[src/rtl/lsu_arbiter.sv]
// Shares the single data-memory/IO port between the core (C) and the debug master (D).
// Per-cycle round-robin with a D burst lock, a C starvation bound and tagged read return.
module lsu_arbiter #(
    parameter int ADDR_W   = 32,
    parameter int RD_LAT   = 1,
    parameter int WAIT_MAX = 8
) (
    input  logic              i_clk,
    input  logic              i_rst,
    input  logic              i_c_req,
    input  logic              i_c_we,
    input  logic [ADDR_W-1:0] i_c_addr,
    input  logic [31:0]       i_c_wdata,
    input  logic [3:0]        i_c_strb,
    output logic              o_c_gnt,
    output logic              o_c_rvld,
    output logic [31:0]       o_c_rdata,
    output logic              o_core_stall,
    input  logic              i_d_req,
    input  logic              i_d_we,
    input  logic [ADDR_W-1:0] i_d_addr,
    input  logic [31:0]       i_d_wdata,
    input  logic [3:0]        i_d_strb,
    input  logic              i_d_lock,
    output logic              o_d_gnt,
    output logic              o_d_rvld,
    output logic [31:0]       o_d_rdata,
    output logic              o_mem_vld,
    output logic              o_mem_we,
    output logic [ADDR_W-1:0] o_mem_addr,
    output logic [31:0]       o_mem_wdata,
    output logic [3:0]        o_mem_strb,
    input  logic [31:0]       i_mem_rdata
);

    typedef enum logic {
        RR,
        LOCK
    } state_t;

    state_t            state;
    state_t            state_nx;
    logic              last_d;
    logic              last_d_nx;
    logic [7:0]        wait_cnt;
    logic              force_c;
    logic              gnt_c;
    logic              gnt_d;
    logic              rd_issue;
    logic              tail_vld;
    logic [RD_LAT-1:0] pipe_vld;
    logic [RD_LAT-1:0] pipe_own;

    assign force_c = i_c_req && (wait_cnt == 8'(WAIT_MAX));

    always_comb begin
        gnt_c     = 1'b0;
        gnt_d     = 1'b0;
        state_nx  = state;
        last_d_nx = last_d;
        if (i_rst) begin
            gnt_c = 1'b0;
        end else if (force_c) begin
            gnt_c = 1'b1;
        end else if (state == LOCK) begin
            if (i_d_req) begin
                gnt_d = 1'b1;
            end else begin
                gnt_c = i_c_req;
            end
        end else if (i_c_req && i_d_req) begin
            gnt_c = last_d;
            gnt_d = !last_d;
        end else begin
            gnt_c = i_c_req;
            gnt_d = i_d_req;
        end

        if (gnt_c) last_d_nx = 1'b0;
        if (gnt_d) last_d_nx = 1'b1;

        // A forced C grant always breaks a D lock
        if (force_c) begin
            state_nx = RR;
        end else begin
            case (state)
                RR:      if (gnt_d && i_d_lock) state_nx = LOCK;
                LOCK:    if (!i_d_lock) state_nx = RR;
                default: state_nx = RR;
            endcase
        end
    end

    always_ff @(posedge i_clk) begin
        if (i_rst) begin
            state  <= RR;
            last_d <= 1'b1;
        end else begin
            state  <= state_nx;
            last_d <= last_d_nx;
        end
    end

    always_ff @(posedge i_clk) begin
        if (i_rst) begin
            wait_cnt <= 8'd0;
        end else if (i_c_req && !gnt_c) begin
            if (wait_cnt != 8'hff) wait_cnt <= wait_cnt + 8'd1;
        end else begin
            wait_cnt <= 8'd0;
        end
    end

    assign rd_issue = (gnt_c && !i_c_we) || (gnt_d && !i_d_we);

    // Owner bit: 1 = debug port
    always_ff @(posedge i_clk) begin
        if (i_rst) begin
            pipe_vld <= '0;
            pipe_own <= '0;
        end else begin
            for (int i = RD_LAT - 1; i > 0; i--) begin
                pipe_vld[i] <= pipe_vld[i-1];
                pipe_own[i] <= pipe_own[i-1];
            end
            pipe_vld[0] <= rd_issue;
            pipe_own[0] <= gnt_d;
        end
    end

    assign tail_vld  = pipe_vld[RD_LAT-1] && !i_rst;
    assign o_c_rvld  = tail_vld && !pipe_own[RD_LAT-1];
    assign o_d_rvld  = tail_vld && pipe_own[RD_LAT-1];
    assign o_c_rdata = o_c_rvld ? i_mem_rdata : 32'h0;
    assign o_d_rdata = o_d_rvld ? i_mem_rdata : 32'h0;

    assign o_c_gnt      = gnt_c;
    assign o_d_gnt      = gnt_d;
    assign o_core_stall = i_c_req && !gnt_c;
    assign o_mem_vld    = gnt_c || gnt_d;

    always_comb begin
        o_mem_we    = 1'b0;
        o_mem_addr  = '0;
        o_mem_wdata = 32'h0;
        o_mem_strb  = 4'h0;
        if (gnt_c) begin
            o_mem_we    = i_c_we;
            o_mem_addr  = i_c_addr;
            o_mem_wdata = i_c_wdata;
            o_mem_strb  = i_c_strb;
        end else if (gnt_d) begin
            o_mem_we    = i_d_we;
            o_mem_addr  = i_d_addr;
            o_mem_wdata = i_d_wdata;
            o_mem_strb  = i_d_strb;
        end
    end

endmodule

[config.mk]
export PLATFORM = sky130hd
export DESIGN_NAME = lsu_arbiter
export DESIGN_NICKNAME = d
export VERILOG_FILES = /design/src/rtl/lsu_arbiter.sv
export SDC_FILE = /design/constraint.sdc
export NUM_CORES = 1
export LEC_CHECK = 0
export CORE_AREA = 2 2 120 122
export DETAILED_ROUTE_END_ITERATION = 6
export DIE_AREA = 0 0 122 124
export GPL_ROUTABILITY_DRIVEN = 1
export GPL_TIMING_DRIVEN = 0
export PLACE_DENSITY = 0.65
export REMOVE_ABC_BUFFERS = 1
export SLEW_MARGIN = 30
export SYNTH_ARGS = -nofsm -noshare
export SYNTH_HDL_FRONTEND = slang
export SYNTH_SLANG_ARGS = --single-unit
[constraint.sdc]
create_clock -name i_clk -period 2.8 [get_ports i_clk]
set_input_delay 0.56 -clock i_clk [delete_from_list [all_inputs] [get_ports i_clk]]
set_output_delay 0.56 -clock i_clk [all_outputs]
set_load 0.05 [all_outputs]
Yosys cells after proc, flatten, opt, wreduce, memory -nomap -nowiden:

Cells that the tools add are included.

* $add $sub $neg: 1
* equal/unequal tests: 2
* mux-type cells: 23
* bitwise operators: 2
* reductions and logical operators: 20

Operators with widths (count)
* $mux 32: 6
* $mux 1: 14
* $logic_and 1x1->1: 9
* $add 8x1->8 const B: 1
* $eq 8x4->1 const B: 1
* $mux 4: 2
* $ne 8x8->1 const B: 1
* $logic_not 1->1: 6
* $reduce_or 2->1: 3
* $logic_or 1x1->1: 2
* $not 1->1: 2
* $pmux 1 s2: 1

* register bits after elaboration: 12
* output and inout bits: 139
* logic and storage cells: 53

Longest topological paths before layout:

Gate-level depths: netlist (run 1).

* word-level depth: 9
* depth in mapped cells: 8
* gate-level depth less buffers: 6

Worst setup path before layout (run 1):

OpenSTA, ideal clock, no wires.

* kind: in2out
* start: in i_rst
* end: out o_c_rdata[22]
* data arrival time: 2.204 ns
* data required time: 2.240 ns
* path slack: 0.036 ns
* stages on the path: 4
* buffers on the path: 2
* path through: clkbuf_8 -> nor3b_1 -> clkbuf_1 -> and2_1

* longest elaborated chain between the ends: 4

RTL lines
* from (decl): line 9 `input logic i_rst,`
* $logic_not 1->1: line 131 `assign tail_vld = pipe_vld[RD_LAT-1] && !i_rst;`
* $logic_and 1x1->1: line 131
* $logic_and 1x1->1: line 132 `assign o_c_rvld = tail_vld && !pipe_own[RD_LAT-1];`
* named net o_c_rvld: line 16 `output logic o_c_rvld,`
* $mux 32: line 134 `assign o_c_rdata = o_c_rvld ? i_mem_rdata : 32'h0;`
* to (decl): line 17 `output logic [31:0] o_c_rdata,`

The timed path passes the listed nets, and every way through them passes these cells.

Worst setup path in the final report (run 1):

* start: reg wait_cnt[7]
* end: out o_mem_wdata[22]

* longest elaborated chain between the ends: 6
* elaborated cells on any way between the ends: 8

RTL lines
* from (decl): line 45 `logic [7:0] wait_cnt;`
* from (signal assigned): line 108 `if (wait_cnt != 8'hff) wait_cnt <= wait_cnt + 8'd1;`
* $eq 8x4->1 (*): line 54 `assign force_c = i_c_req && (wait_cnt == 8'(WAIT_MAX));`
* $logic_and 1x1->1 (*): line 54
* $mux 1: line 63 `end else if (force_c) begin`
* $mux 1: line 61 `if (i_rst) begin`
* $mux 32: line 152 `end else if (gnt_d) begin`
* $mux 32 (*): line 147 `if (gnt_c) begin`
* to (decl): line 31 `output logic [31:0] o_mem_wdata,`

Mark *: on every way between the ends. The rest lies on a longest branch, timed or not.

==> results of run 1 <==
-- worst max-delay path: cells and delay by family (launching register included) --
kind	cells	cell delay, ns
AND/OR/NAND/NOR	3	0.79
flip-flops	1	0.33
buffers and inverters	4	0.67
AO/OA/AOI/OAI	1	0.22
-- power groups by stage --
stage / Clock [uW] / Combinational, uW / Sequential, uW
floorplan: 0 / 456 / 180
global placement: 0 / 924 / 180
detailed placement: 0 / 935 / 181
CTS: 262 / 1040 / 180
global route: 264 / 1110 / 180
finish: 257 / 1070 / 179
-- cells in the final DEF (no fill, tap or decap), types with 2 or more instances in the layout --
master / netlist / final
clkdlybuf4s50_1: 0 / 175
buf_6: 1 / 74
a22o_1: 69 / 67
and2_1: 64 / 64
dlygate4sd2_1: 0 / 49
clkdlybuf4s15_2: 0 / 16
buf_4: 0 / 13
nor2_1: 8 / 8
clkbuf_16: 0 / 8
dfxtp_1: 12 / 8
buf_12: 8 / 8
inv_1: 8 / 7
nand2_1: 5 / 5
o21ba_4: 1 / 4
and3_1: 4 / 4
nor3_1: 4 / 4
a21oi_1: 4 / 3
buf_16: 0 / 3
buf_2: 5 / 3
buf_8: 0 / 3
dfxtp_2: 0 / 3
a22o_4: 0 / 2
nand3_1: 2 / 2
ha_1: 2 / 2
-- timing repair --
item	in CTS	in global routing
pin swaps	11	15
buffers inserted	18	5
endpoints found under the setup margin	138	71
resized for setup	629	11
cloned	9	5
-- area by class of cell --
type	count	area, um^2	area share, %
flip-flops and latches	12	248	4.29
inverters	8	30.0	0.519
well taps	180	225	3.90
repair buffers	350	3730	64.5
multi-input cells	189	1480	25.5
clock buffers	3	75.1	1.30
-- cells by family after synthesis --
family,Yosys count,share of synthesized area (%)
compound gates,83,37.9
simple gates,99,33.1
fa+ha+maj,2,1.34
buf+inv,31,14.4
flops,12,12.8
xor+xnor,1,0.468
-- state kept, by name (all words and copies together), names as in the netlist --
name / cells
state: 1
pipe_vld: 1
pipe_own: 1
last_d: 1
wait_cnt: 8
-- through the flow --
stage	area, um^2	cells	setup TNS (ns)
3_3_place_gp	4990	698	-332.21
4_1_cts	5570	733	-4.74
2_1_floorplan	1630	205	-166.60
5_1_grt	5780	742	-4.15
6_report	5780	742	-0.856
3_5_place_dp	5050	703	-148.97
-- layer usage --
metal	wire length (um)	vias up	track usage [%]
li1	-	1530	-
met1	5160	1542	17.7
met2	7620	255	32.8
met3	1460	15	3.30
met4	184	0	3.16
met5	0	-	0
-- worst min-delay path by stage --
stage                     start  endpoint  slack, ns  cells past startpoint
after CTS                 state     state       0.47                      2
after floorplan           state     state       0.44                      2
after detailed placement  state     state       0.47                      2
after global routing      state     state       0.50                      2
final                     state     state       0.47                      2
after global placement    state     state       0.45                      2
==> results_dict.tcl, run 1 <==
set metrics [dict create \
    status "finished, violations left" \
    violations "negative setup slack" \
    power.total_uw 1510 \
    comb_power_share_pct 71.1 \
    maxSlewHeadroom_pct 65.0 \
    drive_gt1_share_pct 27.2 \
    crit_path_start_kind "register" \
    grt_pass1_wl_um 18700 \
    slowest_delay_ns 0.54 \
    setup_ws_ns -0.0450 \
    portBuffers 313 \
    post_drt_wl_per_cell_um 19.4 \
    pre_cts_slack_ns -1.50 \
    rows 43 \
    grt_max_degree 18 \
    grt_remaining_overflow 0 \
    power.internal_uw 881 \
    drt_iter0_markers 117 \
    antenna_found_initial 0 \
    nFillCells 1376 \
    reg2reg_to "wait_cnt[4]" \
    min_period_over_period_pct 102 \
    netlist_area_um2 1870 \
    rsz0062_at_grt "yes" \
    synth.avg_cell_area_um2 8.22 \
    tightest_slew_ns 0.527 \
    slew_violations 0 \
    ir_drop_mv 0.131 \
    fin_nets 741 \
    gp_congestion 0.703 \
    yosysWarnings 0 \
    criticalPathCategory "reg2out" \
    core_um2 13700 \
    vias_per_cell 4.50 \
    cp_data_required_time_ns 2.24 \
    worstSetupEndpoint "o_mem_wdata[22]" \
    gr-usage-all-layers_pct 16.4 \
    pin_count 314 \
    synth_top_cell_area_share_pct 32.3 \
    fmaxAchievable_ghz 0.351 \
    cts.sinks 12 \
    cp.arrival_ns 2.28 \
    ctsRootBufferMaster "clkbuf_16" \
    end_kind "output pin" \
    hp-class "reg2reg" \
    clk_path_buf_depth 2 \
    r2r_slack_ns 0.69 \
    cts_tree "yes" \
    powerDensity_nw_per_um2 261 \
    synth_top_area_cell "a22o_1" \
    chipHeight_um 124 \
    setup_viol 44 \
    area_growth_pct 209 \
    worst-path-max-fanout 9 \
    ctsHoldBuffers 0 \
    htreeDepth 1 \
    synthCells 228 \
    ys_seq_elements 12 \
    yosys.cell_count.top_type "a22o_1" \
    cp_cell_sequence "or4b_4, nor4_4, buf_4, nor3_4, buf_6, buf_12, a22o_4, buf_8" \
    clock_power_share_pct 17.0 \
    die_x_um 122 \
    rr_worst_depth 9 \
    slowest_stage "or4b_4" \
    synthTopCellsByCount "69 x a22o_1, 64 x and2_1, 12 x dfxtp_1" \
    via_count 3342 \
    switching_share_pct 41.7 \
    synth.distinct_cells 38 \
    final-hold-violation-count 0 \
    ys.flop_type "dfxtp_1" \
    switching_power_uw 629 \
    start_util_pct 13.7 \
    fin_util_pct 42.1 \
    synth-edff-count 0 \
    dr.pass1.iters 4 \
    crit_start "wait_cnt[7]" \
    async_flop_share_pct 0 \
    cts_buffers 3 \
    leakage_uw 0.00262 \
    synthTopCellsByArea "a22o_1 32%, and2_1 21%, dfxtp_1 13%" \
    cap_violations 0 \
    die_area_um2 15100 \
    seqPwrFrac_pct 11.9 \
    holdWs_ns 0.472 \
    yosysSeqAreaShare_pct 12.8 \
    grt_pass1_vias 3278 \
    skew_ns 0.00292 \
    n_antenna_cell 0 \
    clk_pin_slew_ns 0.04 \
    totalWireLength_um 14400 \
    dp_hpwl_um 10100 \
    drc 0 \
    clock_latency_ns 0.24 \
    min_period_ns 2.84 \
    drtAntennaViolNets 0 \
    r2r-start "wait_cnt[0]" \
]
Note: power is estimated with default switching activity, not from simulation.
==> run 2: changes to the inputs <==
--- a/config.mk
+++ b/config.mk
@@ -5,9 +5,9 @@
 export SDC_FILE = /design/constraint.sdc
 export NUM_CORES = 1
 export LEC_CHECK = 0
-export CORE_AREA = 2 2 120 122
+export CORE_AREA = 2 2 123 125
 export DETAILED_ROUTE_END_ITERATION = 6
-export DIE_AREA = 0 0 122 124
+export DIE_AREA = 0 0 125 127
 export GPL_ROUTABILITY_DRIVEN = 1
 export GPL_TIMING_DRIVEN = 0
 export PLACE_DENSITY = 0.65
==> constraint.sdc (replaced) <==
create_clock -name i_clk -period 2.5 [get_ports i_clk]
set_input_delay 0.5 -clock i_clk [delete_from_list [all_inputs] [get_ports i_clk]]
set_output_delay 0.5 -clock i_clk [all_outputs]
set_load 0.05 [all_outputs]
==> results_dict.tcl, run 2 (synthesis gave the netlist of run 1 again) <==
set metrics [dict create \
    min_period_ns 2.86 \
    final-hold-violation-count 0 \
    die_x_um 125 \
    pre_cts_slack_ns -1.69 \
    ctsHoldBuffers 0 \
    largest_register_ffs 8 \
    top_register "wait_cnt" \
    antenna_found_initial 0 \
    rsz0062_at_grt "yes" \
    setup_viol 72 \
    worstHoldStart "state" \
    drtAntennaViolNets 0 \
    ir_drop_mv 0.213 \
    min_period_over_period_pct 114 \
    switching_power_uw 701 \
    grt_max_degree 20 \
    clk_path_buf_depth 2 \
    drt_iter0_markers 106 \
    start_util_pct 13.0 \
    switching_share_pct 41.3 \
    cp_data_required_time_ns 2.00 \
    tightest_slew_ns 0.509 \
    tns_ns -18.59 \
    grt_pass1_wl_um 19700 \
    hp-class "reg2reg" \
    powerDensity_nw_per_um2 289 \
    crit_path_start_kind "register" \
    setup_ws_ns -0.358 \
    comb_power_share_pct 71.7 \
    status "finished, violations left" \
    fmaxAchievable_ghz 0.350 \
    cp.arrival_ns 2.36 \
    grt_pass1_vias 3347 \
    rr_worst_depth 9 \
    core_um2 14400 \
    cts.sinks 12 \
    totalWireLength_um 14200 \
    end_kind "output pin" \
    area_growth_pct 213 \
    violations "negative setup slack" \
    criticalPathCategory "reg2out" \
    vias_per_cell 4.34 \
    portBuffers 313 \
    ctsRootBufferMaster "clkbuf_16" \
    htreeDepth 1 \
    drc 0 \
    fin_nets 756 \
    skew_ns 0.000507 \
    drive_gt1_share_pct 36.7 \
    die_area_um2 15900 \
    n_antenna_cell 0 \
    maxSlewHeadroom_pct 66.2 \
    r2r_slack_ns 0.36 \
    grt_remaining_overflow 0 \
    dp_hpwl_um 10300 \
    cap_violations 0 \
    slew_violations 0 \
    mostFrequentLayoutCells "171 x clkdlybuf4s50_1, 82 x buf_6, 65 x a22o_1" \
    gr-usage-all-layers_pct 16.0 \
    post_drt_wl_per_cell_um 18.7 \
    reg2reg_to "wait_cnt[7]" \
    via_count 3302 \
    rows 44 \
    clock_power_share_pct 16.5 \
    whs_path_depth 2 \
    dr.pass1.iters 4 \
    r2r-start "wait_cnt[0]" \
    leakage_uw 0.00257 \
    clk_pin_slew_ns 0.04 \
    cts_tree "yes" \
    clock_latency_ns 0.23 \
    chipHeight_um 127 \
    gp_congestion 0.885 \
    pin_count 314 \
    worst-path-max-fanout 6 \
    power.internal_uw 997 \
    whs_endpoint "state" \
    final_common_cell "clkdlybuf4s50_1" \
    seqPwrFrac_pct 11.8 \
    cts_buffers 3 \
]
[run 2: cell types whose count changed in the layout (fill, tap and decap cells not counted), sizes merged]
| cell | delta |
|---|---|
| clkdlybuf4s15 | +19 |
| clkdlybuf4s50 | -4 |
| dlygate4sd2 | -44 |
| clkbuf | +5 |
| dlymetal6s2s | +2 |
| buf | +37 |
[run 2: power by group through the flow]
stage	logic [uW]	registers [uW]	clock network [uW]
5_1_grt	1260	201	298
4_1_cts	1180	202	286
2_1_floorplan	511	202	0
3_3_place_gp	1030	202	0
6_report	1220	200	280
3_5_place_dp	1050	203	0
[run 2: final cells by class]
| cell class | count | area (um^2) |
|---|---|---|
| inverters | 8 | 30.0 |
| clock buffers | 3 | 75.1 |
| well taps | 184 | 230 |
| multi-input cells | 189 | 1490 |
| repair buffers | 365 | 3790 |
| fillers | 1375 | 8550 |
| flip-flops and latches | 12 | 248 |
[run 2: repair_timing]
action / 4_1_cts / 5_1_grt
resized for setup: 744 / 49
buffers inserted: 24 / 22
setup endpoints to repair: 140 / 87
pin swaps: 20 / 48
cloned: 8 / 1
hold endpoints to repair: 0 / 0
[run 2: worst max path at each step]
stage | from | endpoint | depth (start not counted)
after floorplan | wait_cnt[0] | o_mem_addr[0] | 6
after global placement | i_c_req | o_mem_wdata[6] | 6
after detailed placement | i_c_req | o_mem_wdata[6] | 6
after CTS | wait_cnt[2] | o_mem_wdata[23] | 9
after global routing | wait_cnt[7] | o_mem_wdata[23] | 9
final | wait_cnt[7] | o_mem_addr[4] | 9
[run 2: per-stage QoR]
| stage | instance area [um^2] | instances | power (uW) | utilization [%] | hold slack, ns |
|---|---|---|---|---|---|
| 3_3_place_gp | 5000 | 702 | 1240 | 34.6 | 0.452 |
| 2_1_floorplan | 1630 | 205 | 713 | - | 0.438 |
| 3_5_place_dp | 5060 | 707 | 1250 | 35.1 | 0.487 |
| 5_1_grt | 5870 | 761 | 1760 | 40.7 | 0.517 |
| 4_1_cts | 5630 | 742 | 1670 | 39.1 | 0.493 |
| 6_report | 5870 | 761 | 1700 | 40.7 | 0.484 |
[run 2: critical path, stage by stage (launching register included)]
cell and delay (ns):
dfxtp_4 0.34, or4b_4 0.53, nor4_4 0.18, buf_4 0.19
buf_6 0.09, o21ba_4 0.21, buf_12 0.13, buf_12 0.10
a22o_1 0.18, buf_6 0.17
[run 2: per-layer routing]
| metal | vias up | wire length, um | global-route usage, % |
|---|---|---|---|
| met5 | - | 0 | 0 |
| met1 | 1506 | 5040 | 16.5 |
| met4 | 0 | 475 | 5.56 |
| met3 | 18 | 1150 | 3.18 |
| met2 | 226 | 7560 | 32.0 |
| li1 | 1552 | - | - |
==> run 3: changes to the inputs <==
==> constraint.sdc (replaced) <==
create_clock -name i_clk -period 2.5 [get_ports i_clk]
set_input_delay 0.5 -clock i_clk [delete_from_list [all_inputs] [get_ports i_clk]]
set_output_delay 0.5 -clock i_clk [all_outputs]
set_load 0.1 [all_outputs]
==> results_dict.tcl, run 3 (synthesis gave the netlist of run 1 again) <==
set metrics [dict create \
    dr.pass1.iters 4 \
    rows 44 \
    largest_register_ffs 8 \
    die_x_um 125 \
    dp_hpwl_um 10300 \
    start_util_pct 13.0 \
    criticalPathCategory "reg2out" \
    final_common_cell "clkdlybuf4s50_1" \
    worst-path-max-fanout 8 \
    ctsRootBufferMaster "clkbuf_16" \
    n_antenna_cell 0 \
    cts_buffers 3 \
    cts.sinks 12 \
    setup_ws_ns -0.316 \
    min_period_over_period_pct 113 \
    fin_util_pct 41.6 \
    wl_met3_um 1070 \
    final-hold-violation-count 0 \
    die_area_um2 15900 \
    clk_path_buf_depth 2 \
    min_period_ns 2.82 \
    htreeDepth 1 \
    ctsHoldBuffers 0 \
    hp-class "reg2reg" \
    critPathTopFamily "simple AND/OR/NAND/NOR gates" \
    setup_viol 72 \
    end_kind "output pin" \
    path_depth 8 \
    slowest_stage "or4b_4" \
    fin_nets 735 \
    post_drt_wl_per_cell_um 18.9 \
    crit_path_start_kind "register" \
    maxSlewHeadroom_pct 36.7 \
    fin_cells 741 \
    totalWireLength_um 14000 \
    drt_iter0_markers 89 \
    gp_congestion 0.885 \
    fmaxAchievable_ghz 0.355 \
    worstSetupEndpoint "o_mem_wdata[17]" \
    r2r-start "wait_cnt[0]" \
    wirelength_met1_um 5080 \
    via_count 3226 \
    worst_path_most_repeated_cell "buf_12" \
    clk_pin_slew_ns 0.04 \
    crit_start "wait_cnt[7]" \
    violations "negative setup slack" \
    core_um2 14400 \
    cts_tree "yes" \
    grt_remaining_overflow 0 \
    cp_cell_sequence "or4b_4, nor4_4, buf_4, nor3_4, buf_12, clkbuf_16, a22o_4, buf_12" \
    slowest_delay_ns 0.52 \
    reg2reg_to "wait_cnt[4]" \
    vias_per_cell 4.35 \
    drtAntennaViolNets 0 \
    rsz0062_at_grt "yes" \
    portBuffers 313 \
    rr_worst_depth 10 \
    grt_pass1_wl_um 19800 \
    met2_length_um 7600 \
    pin_count 314 \
    crit_buf_inv 4 \
    clock_latency_ns 0.24 \
    grt_max_degree 20 \
    ir_drop_mv 0.192 \
    drc 0 \
    grt_pass1_vias 3417 \
    area_growth_pct 221 \
    status "finished, violations left" \
    tightest_slew_ns 0.954 \
    cp.arrival_ns 2.32 \
    antenna_found_initial 0 \
    gr-usage-all-layers_pct 15.9 \
    power.total_uw 2180 \
    top_register "wait_cnt" \
    cp_data_required_time_ns 2.00 \
    mostFrequentLayoutCells "171 x clkdlybuf4s50_1, 64 x and2_1, 60 x buf_4" \
    r2r_slack_ns 0.32 \
    chipHeight_um 127 \
    top_layer "met4" \
    dp.cells 707 \
    leakage_uw 0.00261 \
    slew_violations 0 \
    skew_ns 0.00157 \
    drive_gt1_share_pct 38.2 \
    powerDensity_nw_per_um2 364 \
    cap_violations 0 \
]
## run 3: timing repair
action,CTS,global route
setup endpoints to repair,140,139
gates cloned,6,1
setup buffers,19,4
gates resized for setup,831,70
pin swaps,7,7
## run 3: where the power goes
group / internal [uW] / switching [uW]
registers: 196 / 4.85
logic: 642 / 1020
clock network: 241 / 81.3
## run 3: tightest hold or removal path, delay by kind of cell, from the launching register on
family | cells | cell delay (ns)
buf+inv | 1 | 0.05
compound gates | 1 | 0.09
flops | 1 | 0.30
## run 3: worst min-delay path by stage
stage	startpoint	to	slack, ns	depth (start not counted)
CTS	state	state	0.49	2
global placement	state	state	0.45	2
finish	state	state	0.49	2
global route	wait_cnt[1]	wait_cnt[1]	0.52	2
floorplan	state	state	0.44	2
detailed placement	wait_cnt[1]	wait_cnt[1]	0.49	2
## run 3: per-layer routing
metal	up-vias	track usage [%]
li1	1517	-
met1	1478	17.0
met2	215	31.0
met3	16	3.43
met4	0	5.10
met5	-	0
## run 3: metrics by stage
| stage | area (um^2) | setup slack (ns) | hold slack (ns) | TNS (ns) |
|---|---|---|---|---|
| floorplan | 1630 | -2.95 | 0.438 | -316.78 |
| global placement | 5000 | -3.93 | 0.452 | -408.27 |
| detailed placement | 5000 | -1.94 | 0.489 | -214.68 |
| CTS | 5650 | -0.384 | 0.493 | -38.70 |
| global route | 6010 | -0.398 | 0.520 | -25.09 |
| finish | 6010 | -0.316 | 0.493 | -18.90 |
## run 3: cell type report
type / instances / area, um^2
Sequential cell: 12 / 246
Tap cell: 184 / 230
Fill cell: 1394 / 8420
Clock buffer: 4 / 88.8
Timing Repair Buffer: 343 / 3770
Inverter: 8 / 30.0
Multi-Input combinational cell: 190 / 1640
